<file path="config.mk">
export PLATFORM = sky130hd
export DESIGN_NAME = odd_parity_scheduler
export DESIGN_NICKNAME = d
export VERILOG_FILES = /design/src/rtl/odd_parity_scheduler.sv
export SDC_FILE = /design/constraint.sdc
export NUM_CORES = 1
export LEC_CHECK = 0
export BUFFER_PORTS_ARGS = -buffer_cell sky130_fd_sc_hd__clkbuf_2
export CAP_MARGIN = 40
export CORE_MARGIN = 3
export CORE_UTILIZATION = 35
export DETAILED_ROUTE_END_ITERATION = 7
export PLACE_DENSITY = 0.62
export SLEW_MARGIN = 25
export SYNTH_ARGS = -nofsm -noshare
export SYNTH_HDL_FRONTEND = slang
export SYNTH_SLANG_ARGS = --single-unit
</file>
<file path="constraint.sdc">
create_clock -name clk -period 4.55 [get_ports clk]
set_clock_uncertainty 0.1 [all_clocks]
set_input_delay 0.6825 -clock clk [delete_from_list [all_inputs] [get_ports clk]]
set_output_delay 0.6825 -clock clk [all_outputs]
set_load 0.02 [all_outputs]
</file>
<file path="src/rtl/odd_parity_scheduler.sv">
// Round-robin scheduler sharing one bit-serial odd-parity engine among R requesters.
// A granted word is shifted through a 1-bit XOR accumulator, then held on a valid/ready output port.
module odd_parity_scheduler #(
    parameter int N = 4,
    parameter int R = 4,
    localparam int ID_W = (R > 2) ? $clog2(R) : 1
) (
    input  logic              clk,
    input  logic              rst_n,
    input  logic [R-1:0]      req_valid,
    input  logic [R*N-1:0]    req_data,
    output logic [R-1:0]      req_ready,
    output logic              out_valid,
    input  logic              out_ready,
    output logic [N-1:0]      out_data,
    output logic              out_parity,
    output logic [ID_W-1:0]   out_id
);

    localparam int CNT_W = $clog2(N) + 1;

    typedef enum logic [1:0] {IDLE, SHIFT, DONE} state_t;

    state_t            state;
    state_t            next_state;
    logic [ID_W-1:0]   last;
    logic [ID_W-1:0]   id_reg;
    logic [N-1:0]      data_reg;
    logic              acc;
    logic [CNT_W-1:0]  cnt;

    logic              grant_found;
    logic [ID_W-1:0]   grant_id;
    logic [N-1:0]      grant_data;
    logic              cur_bit;
    logic              last_bit;

    // Two-pass priority search: indices above the pointer first, then wrap to the rest.
    always_comb begin
        // NOTE: every variable gets a default first so no path leaves it unassigned (no latch).
        grant_found = 1'b0;
        grant_id    = '0;
        for (int i = 0; i < R; i++) begin
            if (!grant_found && req_valid[i] && (ID_W'(i) > last)) begin
                grant_found = 1'b1;
                grant_id    = ID_W'(i);
            end
        end
        for (int i = 0; i < R; i++) begin
            if (!grant_found && req_valid[i] && (ID_W'(i) <= last)) begin
                grant_found = 1'b1;
                grant_id    = ID_W'(i);
            end
        end
    end

    always_comb begin
        grant_data = '0;
        for (int i = 0; i < R; i++) begin
            if (ID_W'(i) == grant_id) begin
                grant_data = req_data[i*N +: N];
            end
        end
    end

    assign cur_bit  = |(data_reg & (N'(1) << cnt));
    assign last_bit = (cnt == CNT_W'(N - 1));

    always_ff @(posedge clk or negedge rst_n) begin
        // NOTE: sequential state always uses non-blocking assignments to avoid read/write races.
        if (!rst_n) begin
            state <= IDLE;
        end else begin
            state <= next_state;
        end
    end

    always_comb begin
        next_state = state;
        case (state)
            IDLE:    if (grant_found) next_state = SHIFT;
            SHIFT:   if (last_bit)    next_state = DONE;
            DONE:    if (out_ready)   next_state = IDLE;
            default: next_state = IDLE;
        endcase
    end

    always_comb begin
        req_ready = '0;
        if (state == IDLE && grant_found) begin
            req_ready[grant_id] = 1'b1;
        end
        out_valid = (state == DONE);
    end

    // Output registers load once per word so they stay stable through any DONE stall.
    always_ff @(posedge clk or negedge rst_n) begin
        if (!rst_n) begin
            last       <= ID_W'(R - 1);
            id_reg     <= '0;
            data_reg   <= '0;
            acc        <= 1'b0;
            cnt        <= '0;
            out_data   <= '0;
            out_parity <= 1'b0;
            out_id     <= '0;
        end else if (state == IDLE && grant_found) begin
            data_reg <= grant_data;
            id_reg   <= grant_id;
            last     <= grant_id;
            acc      <= 1'b0;
            cnt      <= '0;
        end else if (state == SHIFT) begin
            acc <= acc ^ cur_bit;
            cnt <= cnt + CNT_W'(1);
            if (last_bit) begin
                out_data   <= data_reg;
                out_parity <= ~(acc ^ cur_bit);
                out_id     <= id_reg;
            end
        end
    end

endmodule

</file>
# ---- Yosys cells after proc, flatten, opt, wreduce, memory -nomap -nowiden
# Index checks and enable logic that the tools add are counted.
dict set report word_totals {
  rom_bits 0
  mem_count 0
  out_inout_bits 12
  register_bits 21
  inputBits 23
  latch_bits 0
  ramBits 0
}
dict set report op_classes {
  n_mux 30
  n_reduce_logical 30
  shifts 1
  bitwise 4
  n_mul 0
  n_eq_ne 9
  n_div 0
  magnitude_cmp 10
  addsub 1
}
# cell n
set ops {}
lappend ops {{4-bit two-way mux} 5}
lappend ops {{2-bit two-way mux} 9}
lappend ops {{1-bit logical AND} 17}
lappend ops {{1-bit two-way mux} 12}
lappend ops {{1-bit zero test} 7}
lappend ops {{3-bit two-way mux} 2}
lappend ops {{2-bit case mux with 3 select lines} 1}
lappend ops {{3-bit AND reduction} 2}
lappend ops {{4-bit AND} 1}
lappend ops {{2-bit == test (first input constant)} 2}
lappend ops {{1-bit by 2-bit greater-than comparator with 1-bit output (first input constant)} 2}
lappend ops {{2-bit greater-than comparator (first input constant)} 2}
lappend ops {{1-bit by 2-bit less-or-equal comparator with 1-bit output (first input constant)} 2}
lappend ops {{2-bit less-or-equal comparator (first input constant)} 2}
lappend ops {{2-bit zero test} 2}
lappend ops {{2-bit inequality test (second input constant)} 2}
lappend ops {{4-bit OR reduction} 1}
lappend ops {{1-bit by 3-bit left shift with 4-bit output (first input constant)} 1}
lappend ops {{3-bit by 1-bit adder with 3-bit output (second input constant)} 1}
lappend ops {{3-bit by 2-bit == test with 1-bit output (second input constant)} 1}
lappend ops {{2-bit by 3-bit less-than comparator with 1-bit output (second input constant)} 1}
lappend ops {{1-bit demux with 2-bit select} 1}
lappend ops {{1-bit by 2-bit == test with 1-bit output (first input constant)} 1}
lappend ops {{2-bit by 1-bit == test with 1-bit output (second input constant)} 1}
lappend ops {{other kinds (6)} 7}

# ---- Logic depth before layout (Yosys ltp)
# Gate-level depths: netlist of run 1.
dict set report depth {
  depth_word 36
  depth_mapped 7
  mapped_depth_nobuf 6
}

# ---- Worst setup path after synthesis of run 1
# Ideal clock, no wire load.
dict set report synth_path {
  path_kind {input port to output port}
  from {input port req_valid[0]}
  to {output port req_ready[1]}
  path_buffers 3
  path_stages 6
  setup_slack_ps 1823
  t_arrival_ps 1944
  cell_sequence {buf_2 nor4_1 or3_1 buf_2 buf_6 nor3_1}
}
dict set report synth_via {
  elab_chain_len 35
}
# item line
set synth_rtl {}
lappend synth_rtl {{start: declaration} 10} ;# input logic [R-1:0] req_valid,
lappend synth_rtl {{1-bit logical AND} 44} ;# if (!grant_found && req_valid[i] && (ID_W'(i) > last)) begin
lappend synth_rtl {{1-bit two-way mux} 44}
lappend synth_rtl {{1-bit zero test} 44}
lappend synth_rtl {{1-bit logical AND (2 in series)} 44}
lappend synth_rtl {{1-bit two-way mux} 44}
lappend synth_rtl {{1-bit zero test} 44}
lappend synth_rtl {{1-bit logical AND (2 in series)} 44}
lappend synth_rtl {{1-bit two-way mux} 44}
lappend synth_rtl {{[16 not listed]} --}
lappend synth_rtl {{1-bit zero test} 50} ;# if (!grant_found && req_valid[i] && (ID_W'(i) <= last)) begin
lappend synth_rtl {{1-bit logical AND (2 in series)} 50}
lappend synth_rtl {{2-bit two-way mux} 50}
lappend synth_rtl {{2-bit by 3-bit less-than comparator with 1-bit output (not written as such) / 2-bit by 1-bit >= comparator with 1-bit output (equally long branches)} 91} ;# req_ready[grant_id] = 1'b1;
lappend synth_rtl {{1-bit logical AND (not written as such)} 91}
lappend synth_rtl {{1-bit two-way mux (not written as such)} 91}
lappend synth_rtl {{1-bit demux with 2-bit select} 91}
lappend synth_rtl {{4-bit two-way mux (*)} 90} ;# if (state == IDLE && grant_found) begin
lappend synth_rtl {{end: declaration} 12} ;# output logic [R-1:0] req_ready,
# Mark *: on every way between the ends. The rest lies on a longest branch, timed or not.

# ---- Final worst setup path of run 1
dict set report layout_path {
  from {input port req_valid[2]}
  to {output port req_ready[3]}
}
dict set report layout_via {
  elab_chain_len 28
}
# item line
set layout_rtl {}
lappend layout_rtl {{1-bit logical AND (2 in series)} 44}
lappend layout_rtl {{1-bit two-way mux} 44}
lappend layout_rtl {{1-bit zero test} 44}
lappend layout_rtl {{1-bit logical AND (2 in series)} 44}
lappend layout_rtl {{1-bit two-way mux} 44}
lappend layout_rtl {{1-bit zero test} 50}
lappend layout_rtl {{1-bit logical AND (2 in series)} 50}
lappend layout_rtl {{1-bit two-way mux} 50}
lappend layout_rtl {{[8 not listed]} --}
lappend layout_rtl {{1-bit zero test} 50}
lappend layout_rtl {{1-bit logical AND (2 in series)} 50}
lappend layout_rtl {{2-bit two-way mux} 50}
lappend layout_rtl {{2-bit by 3-bit less-than comparator with 1-bit output (not written as such) / 2-bit by 1-bit >= comparator with 1-bit output (equally long branches)} 91}
lappend layout_rtl {{1-bit logical AND (not written as such)} 91}
lappend layout_rtl {{1-bit two-way mux (not written as such)} 91}
lappend layout_rtl {{1-bit demux with 2-bit select} 91}
lappend layout_rtl {{4-bit two-way mux (*)} 90}
# Marks and branches as above.

==> run_results.csv, run 1 <==
group,metric,value,unit
status,status,"completed",
power,power_frac_clock,0.100,
route,vias,1083,
sta,setup_viol,0,
clock_network,cts_tree,"built",
floorplanning,die_x,65.7,um
grt,grt.total_usage,0.138,
route,first_pass_iters,4,
sta,setup_slack,1.55,ns
setup_path,arrival,2.21,ns
logic_synthesis,syn_avg_cell_area,9.17,um^2
sta,hold_violations,0,
floorplanning,start_util,0.368,
floorplanning,pin_count,35,
route,drc,0,
power,combPwrFrac,0.481,
sta,report.final.slew_viol_count,0,
setup_path,path_max_fanout,15,
place,port_buffers,34,
power,power_density,599,nW/um^2
setup_path,cp-end-kind,"output pin",
clock_network,root_buffer,"clkbuf_4",
power,power.switching,371,uW
power,leakage,0.709,nW
final_layout,syn2layout_area_growth,16.4,%
logic_synthesis,ys_warn_count,0,
final_layout,nNetsFinal,196,
hold_path,hold_path_class,"primary input to async pin",
clock_network,ctsResizeCount,0,
clock_network,clk_pin_slew_worst_paths,0.11,ns
floorplanning,core_area,3390,um^2
sta,rsz0062_at_grt,"false",
place,postPlaceCellArea,1430,um^2
clock_network,clockBufferDepth,2,
logic_synthesis,synthCells,136,
route,drt_wl_total,2630,um
route,vias_per_cell,5.08,
clock_network,cts-buffers-inserted,3,
power,intPower,500,uW
power,sw_frac_of_total,0.426,
sta,tightest_slew,0.557,ns
floorplanning,fp-row-count,21,
grt,grt_pass1_wl,4760,um
grt,grt-ovfl-total,0,
grt,grt_pass1_vias,1106,
clock_network,holdBufCountCts,0,
floorplanning,die_y,65.7,um
power,total_power,870,uW
floorplanning,dieArea,4320,um^2
sta,setup_tns,0,ns
setup_path,critPathKind,"primary input to output pin",
setup_path,start_kind,"primary input",
route,wl_per_cell,12.4,um
grt,grt_max_degree,22,
place,dp_hpwl,2120,um
route,drt_iter0_markers,23,
sta,relSlewSlack,0.626,
grt,antenna_found_initial,0,
setup_path,critPathRequiredTime,3.77,ns
clock_network,insertion_delay,0.30,ns
power,seq_power_share,0.419,
flow_run,maxCapViolCount,0,
logic_synthesis,ys_seq_area_frac,0.423,
final_layout,antenna_cells,0,
logic_synthesis,ys_seq_elements,21,
final_layout,stdcell_area,1450,um^2
sta,max_freq,0.334,GHz
logic_synthesis,syn_area,1250,um^2
place,gp_congestion,0.914,
clock_network,post_cts_buffers,0,
logic_synthesis,syn_nets,164,
power,ir_drop,167,uV
logic_synthesis,synth_cell_types,35,
place,dp_worst_setup_slack,1.54,ns
clock_network,cts_sinks,21,
route,postRouteAntennaNets,0,
clock_network,h-tree-depth,1,
sta,fin_crit,3.00,ns
sta,fin_crit_sh,0.659,
final_layout,drive_gt1_frac,0.293,
[per-stage QoR]
stage / util / hold slack, ns / cells
after floorplan: - / 0.287 / 136
after global placement: 0.421 / 0.372 / 209
after detailed placement: 0.421 / 0.385 / 209
after CTS: 0.429 / 0.243 / 213
after global routing: 0.429 / 0.263 / 213
final: 0.429 / 0.232 / 213
[cell type report]
type	count	area, um^2
Clock buffer	4	26.3
Timing Repair Buffer	34	170
Inverter	12	45.0
Fill cell	345	1940
Sequential cell	21	528
Tap cell	46	57.6
Multi-Input combinational cell	96	626
[critical path, cell delays in order]
cell,delay [ns]
clkbuf_2,0.15
nor4_1,0.43
or3_1,0.50
nor3_2,0.13
nor2b_1,0.15
clkbuf_2,0.16
[cell families (layout without fill, tap and decap cells)]
family,Yosys count,after routing,share of synthesized area
compound gates,36,36,0.200
xor+xnor,1,1,0.00702
fa+ha+maj,5,5,0.0502
buf+inv,19,50,0.0752
flops,21,21,0.423
mux,7,7,0.0632
simple gates,47,47,0.182
[cell usage after synthesis]
cell	n	area, um^2
a2111oi_0	3	26.3
a2111oi_2	1	15.0
a211o_1	1	8.76
a211oi_1	2	15.0
a21boi_1	1	7.51
a21o_1	2	15.0
a21oi_1	4	20.0
a221oi_2	1	15.0
a222oi_1	1	10.0
a311oi_2	1	15.0
buf_2	3	15.0
buf_4	3	22.5
buf_6	1	11.3
dfrtp_1	19	475
dfstp_2	2	52.6
ha_1	5	62.6
inv_1	12	45.0
mux2_1	1	11.3
mux2_2	6	67.6
nand2_1	12	45.0
nand2b_1	6	37.5
nand3_1	5	25.0
nand3b_1	1	7.51
nor2_1	12	45.0
nor2b_1	3	18.8
nor3_1	5	25.0
nor3_2	1	10.0
nor4_1	1	6.26
o211ai_1	1	7.51
o21a_1	1	7.51
o21ai_0	5	25.0
o21ai_1	11	55.1
o22ai_1	1	6.26
or3_1	1	6.26
xnor2_1	1	8.76
[worst paths after layout]
check	from	slack (ns)	cells past startpoint	endpoint
max in group asynchronous	rst_n	3.76	1	last[1]
min in group clk	out_parity	0.40	1	out_parity
setup / recovery	req_valid[2]	1.55	6	req_ready[3]
setup reg to reg	last[1]	2.59	5	data_reg[0]
hold / removal	rst_n	0.23	1	out_data[3]
hold reg to reg	out_parity	0.40	1	out_parity
[cells in the final DEF (no fill, tap or decap), types with 2 or more instances in the layout]
cell	instances
clkbuf_2	34
dfrtp_1	19
inv_1	12
nor2_1	12
nand2_1	12
o21ai_1	11
nand2b_1	6
mux2_2	6
nor3_1	5
nand3_1	5
o21ai_0	5
ha_1	5
a21oi_1	4
nor2b_1	3
a2111oi_0	3
clkbuf_4	3
a211oi_1	2
a21o_1	2
dfstp_2	2
[power by group through the flow]
stage	sequential, mW	combinational (mW)	clock [mW]
after floorplan	0.374	0.309	0
after CTS	0.366	0.425	0.0922
after global placement	0.365	0.409	0
after detailed placement	0.370	0.424	0
after global routing	0.385	0.482	0.0989
final	0.365	0.418	0.0870
[routing by layer]
metal	track usage	wire [um]	up-vias
li1	-	-	538
met1	0.182	1180	495
met2	0.227	1240	47
met3	0.0188	193	3
met4	0.0544	22	0
met5	0	0	-
No activity file was read; power rests on OpenSTA's default activity.
==> run 2: changes to the inputs <==
==> constraint.sdc (replaced) <==
create_clock -name clk -period 2.83 [get_ports clk]
set_clock_uncertainty 0.1 [all_clocks]
set_input_delay 0.4245 -clock clk [delete_from_list [all_inputs] [get_ports clk]]
set_output_delay 0.4245 -clock clk [all_outputs]
set_load 0.02 [all_outputs]
==> run 2 against run 1 <==
Compared with the run above:
- first-iteration DRC count is 78% higher
- flip-flop and latch count stayed put
- wire length is 1.9% lower
- count of clock-buffer cells in the layout stayed put
- clock power is 60% higher
- sequential power is 61% higher
- sequential share of layout area is 0.43 points lower
- critical endpoint unchanged
- largest cell class unchanged
- largest power group unchanged
- highest routed layer unchanged
- combinational power is 63% higher
- register-to-register slack worse by 1.7 ns
- non-clock buffer count is 2 higher
- critical path depth is 2 lower
==> run_results.csv, run 2 (synthesis gave the netlist of run 1 again) <==
group,metric,value,unit
floorplanning,fp-row-count,21,
sta,fin_crit_sh,0.809,
sta,setup_tns,0,ns
route,drt_iter0_markers,41,
grt,grt_pass1_wl,4660,um
sta,fin_crit,2.29,ns
hold_path,hold_path_class,"primary input to register",
route,postRouteAntennaNets,0,
clock_network,cts-buffers-inserted,3,
floorplanning,dieArea,4320,um^2
place,postPlaceCellArea,1430,um^2
route,drt_wl_total,2590,um
route,vias,1054,
place,dp_cells,210,
place,dp_hpwl,2080,um
clock_network,ctsResizeCount,0,
setup_path,start_kind,"register",
final_layout,antenna_cells,0,
power,leakage,0.718,nW
sta,max_freq,0.437,GHz
clock_network,root_buffer,"clkbuf_4",
setup_path,critPathKind,"register to output pin",
sta,relSlewSlack,0.600,
grt,grt_max_degree,22,
grt,grt_pass1_vias,1024,
place,port_buffers,34,
route,wl_per_cell,12.0,um
setup_path,cp-end-kind,"output pin",
final_layout,syn2layout_area_growth,17.9,%
setup_path,arrival,1.77,ns
setup_path,reg2reg_from,"last[1]",
clock_network,insertion_delay,0.30,ns
floorplanning,die_x,65.7,um
setup_path,critPathLaunch,"state[0]",
sta,rsz0062_at_grt,"false",
status,status,"completed",
sta,tightest_slew,0.595,ns
sta,setup_viol,0,
final_layout,drive_gt1_frac,0.296,
floorplanning,core_area,3390,um^2
power,power_density,957,nW/um^2
route,vias_per_cell,4.90,
grt,antenna_found_initial,0,
route,drc,0,
flow_run,maxCapViolCount,0,
clock_network,cts_sinks,21,
setup_path,path_max_fanout,7,
final_layout,stdcell_area,1470,um^2
floorplanning,start_util,0.368,
place,gp_congestion,0.808,
clock_network,cts_tree,"built",
route,first_pass_iters,4,
sta,report.final.slew_viol_count,0,
final_layout,nNetsFinal,198,
floorplanning,die_y,65.7,um
sta,hold_violations,0,
grt,grt-ovfl-total,0,
final_layout,fill_cells,325,
floorplanning,pin_count,35,
clock_network,clockBufferDepth,2,
power,ir_drop,249,uV
grt,grt.total_usage,0.138,
setup_path,critPathRequiredTime,2.31,ns
final_layout,utilization,0.434,
clock_network,h-tree-depth,1,
final_layout,most-common-layout-cells,"clkbuf_2 (34), dfrtp_1 (19), inv_1 (12), nor2_1 (12), nand2_1 (12)",
final_layout,final_common_cell,"clkbuf_2",
final_layout,fin_cells,215,
clock_network,clk_pin_slew_worst_paths,0.11,ns
hold_path,hp-start,"out_ready",
[run 2: routing by layer]
metal	share of wire	GRT usage
met5	0	0
met2	0.45	0.213
met3	0.059	0.0205
met1	0.47	0.186
met4	0.021	0.0699
[run 2: critical path, cell delays in order (launching register included)]
cell,delay [ns]
dfrtp_1,0.46
or3_1,0.43
nor3_2,0.24
nor2b_1,0.16
clkbuf_2,0.18
[run 2: through the flow]
step	hold WS [ns]	worst slack, ns	power, mW
2_1_floorplan	0.0289	0.619	1.10
3_3_place_gp	0.315	0.686	1.25
3_5_place_dp	0.318	0.610	1.28
4_1_cts	0.194	0.504	1.43
5_1_grt	0.195	0.390	1.55
6_report	0.205	0.539	1.41
[run 2: repair_timing]
action,4_1_cts,5_1_grt
setup buffers,0,0
endpoints found under the hold margin,19,0
hold buffers,1,0
[run 2: worst paths after layout]
kind	endpoint	slack (ns)	depth (start not counted)
setup / recovery	req_ready[3]	0.54	4
hold / removal	state[1]	0.21	2
setup reg to reg	data_reg[0]	0.87	5
hold reg to reg	out_parity	0.40	1
max in group asynchronous	last[0]	1.76	2
min in group asynchronous	state[1]	0.51	2
[run 2: layout make-up]
type / instances / area (um^2) / area share
multi-input cells: 96 / 626 / 0.426
flip-flops and latches: 21 / 528 / 0.359
repair buffers: 36 / 188 / 0.128
well taps: 46 / 57.6 / 0.0391
inverters: 12 / 45.0 / 0.0306
clock buffers: 4 / 26.3 / 0.0179
[run 2: power breakdown]
part | internal, mW | switching, mW
logic | 0.300 | 0.382
clock network | 0.0549 | 0.0843
registers | 0.457 | 0.130
==> run 3: changes to the inputs <==
==> constraint.sdc (replaced) <==
create_clock -name clk -period 2.3 [get_ports clk]
set_clock_uncertainty 0.1 [all_clocks]
set_input_delay 0.345 -clock clk [delete_from_list [all_inputs] [get_ports clk]]
set_output_delay 0.345 -clock clk [all_outputs]
set_load 0.02 [all_outputs]
==> run 3 against run 2 <==
Compared with the run above:
- sequential share of layout area decreased by 0.28 points
- first-iteration DRC count fell by 78%
- via count about the same
- critical path depth did not move
- count of clock-buffer cells in the layout decreased by 1
- non-clock buffer count did not move
- wire length shrank 0.39%
- worst hold slack got worse by 0.068 ns
- clock power increased by 24%
- highest routed layer unchanged
==> run_results.csv, run 3 (synthesis gave the netlist of run 1 again) <==
group,metric,value,unit
status,status,"completed",
final_layout,multi_input_area,638,um^2
floorplanning,die_x,65.7,um
route,drt_iter0_markers,9,
place,port_buffers,34,
grt,antenna_found_initial,0,
place,dp_hpwl,2060,um
setup_path,arrival,1.70,ns
power,total_power,1.75,mW
final_layout,drive_gt1_frac,0.320,
route,drc,0,
power,ir_drop,359,uV
setup_path,crit_family,"simple AND/OR/NAND/NOR gates",
floorplanning,core_area,3390,um^2
place,dp_worst_setup_slack,0.262,ns
final_layout,fill_cells,354,
final_layout,most-common-layout-cells,"clkbuf_2 (34), dfrtp_1 (18), inv_1 (12), nor2_1 (12), nand2_1 (12)",
final_layout,nNetsFinal,198,
final_layout,utilization,0.438,
place,postPlaceCellArea,1430,um^2
clock_network,clk_pin_slew_worst_paths,0.11,ns
floorplanning,die_y,65.7,um
floorplanning,dieArea,4320,um^2
clock_network,clockBufferDepth,2,
sta,fin_crit_sh,0.935,
route,wl_per_cell,12.0,um
final_layout,final_common_cell,"clkbuf_2",
final_layout,stdcell_area,1490,um^2
place,gp_congestion,0.862,
sta,report.final.slew_viol_count,0,
sta,whs,0.138,ns
grt,grt.total_usage,0.134,
sta,rsz0062_at_grt,"false",
final_layout,antenna_cells,0,
route,first_pass_iters,4,
hold_path,hold_path_class,"primary input to register",
setup_path,path_max_fanout,14,
setup_path,max_stage_delay,0.46,ns
grt,grt_max_degree,22,
clock_network,cts_tree,"built",
clock_network,cts_sinks,21,
route,vias_per_cell,4.91,
final_layout,syn2layout_area_growth,19.1,%
setup_path,critPathRequiredTime,1.86,ns
floorplanning,fp-row-count,21,
clock_network,insertion_delay,0.30,ns
clock_network,h-tree-depth,1,
sta,setup_tns,0,ns
power,leakage,0.730,nW
sta,relSlewSlack,0.633,
setup_path,crit_chain,"or3_1, buf_4, nor3_1, clkbuf_2",
place,dp_cells,210,
grt,grt_pass1_vias,1095,
floorplanning,start_util,0.368,
final_layout,fin_cells,215,
setup_path,cp_num_buf_inv,2,
route,drt_wl_total,2580,um
setup_path,cp-end-kind,"output pin",
grt,grt-ovfl-total,0,
sta,tightest_slew,0.547,ns
floorplanning,pin_count,35,
sta,setup_slack,0.151,ns
clock_network,root_buffer,"clkbuf_4",
final_layout,area.sequential,529,um^2
sta,setup_viol,0,
sta,fin_crit,2.15,ns
route,vias,1055,
power,power_density,1180,nW/um^2
grt,grt_pass1_wl,4610,um
clock_network,cts-buffers-inserted,3,
setup_path,slowest_stage,"dfrtp_2",
sta,max_freq,0.465,GHz
route,postRouteAntennaNets,0,
setup_path,critPathKind,"register to output pin",
sta,hold_violations,0,
setup_path,start_kind,"register",
flow_run,maxCapViolCount,0,
## run 3: cell count changes in the layout (fill, tap and decap cells not counted), sizes merged
cell	change
clkbuf	-1
clkinv	+1
## run 3: cell type report
| type | instances | area share |
|---|---|---|
| sequential | 21 | 0.356 |
| clock buffer | 3 | 0.0152 |
| clock inverter | 1 | 0.00337 |
| timing repair buffer | 36 | 0.126 |
| inverter | 12 | 0.0303 |
| multi-input combinational | 96 | 0.430 |
| tap | 46 | 0.0388 |
## run 3: power by group
group / total, mW / internal [mW] / switching [mW]
registers: 0.725 / 0.563 / 0.162
logic: 0.847 / 0.376 / 0.471
clock network: 0.173 / 0.0648 / 0.108
## run 3: final timing paths
kind,start,to,slack (ns),cells past startpoint
max,state[0],req_ready[1],0.15,4
min,out_ready,state[1],0.14,2
max reg2reg,last[1],data_reg[0],0.38,5
min reg2reg,id_reg[1],id_reg[1],0.41,1
max in group asynchronous,rst_n,state[0],1.29,2
min in group asynchronous,rst_n,out_data[3],0.43,2
## run 3: what timing repair did
| action | 4_1_cts | 5_1_grt |
|---|---|---|
| buffers inserted | 0 | 0 |
| hold buffers | 1 | 0 |
| hold endpoints to repair | 19 | 0 |
| setup endpoints to repair | 0 | 1 |
| gates resized for setup | 0 | 3 |
## run 3: per-layer routing
layer | part of all wire | GRT usage | wire length, um | vias to the layer above
met5 | 0 | 0 | 0 | -
met2 | 0.48 | 0.240 | 1250 | 34
met3 | 0.058 | 0.0188 | 150 | 2
li1 | - | - | - | 537
met4 | 0.0066 | 0.0466 | 17 | 0
met1 | 0.45 | 0.161 | 1160 | 482
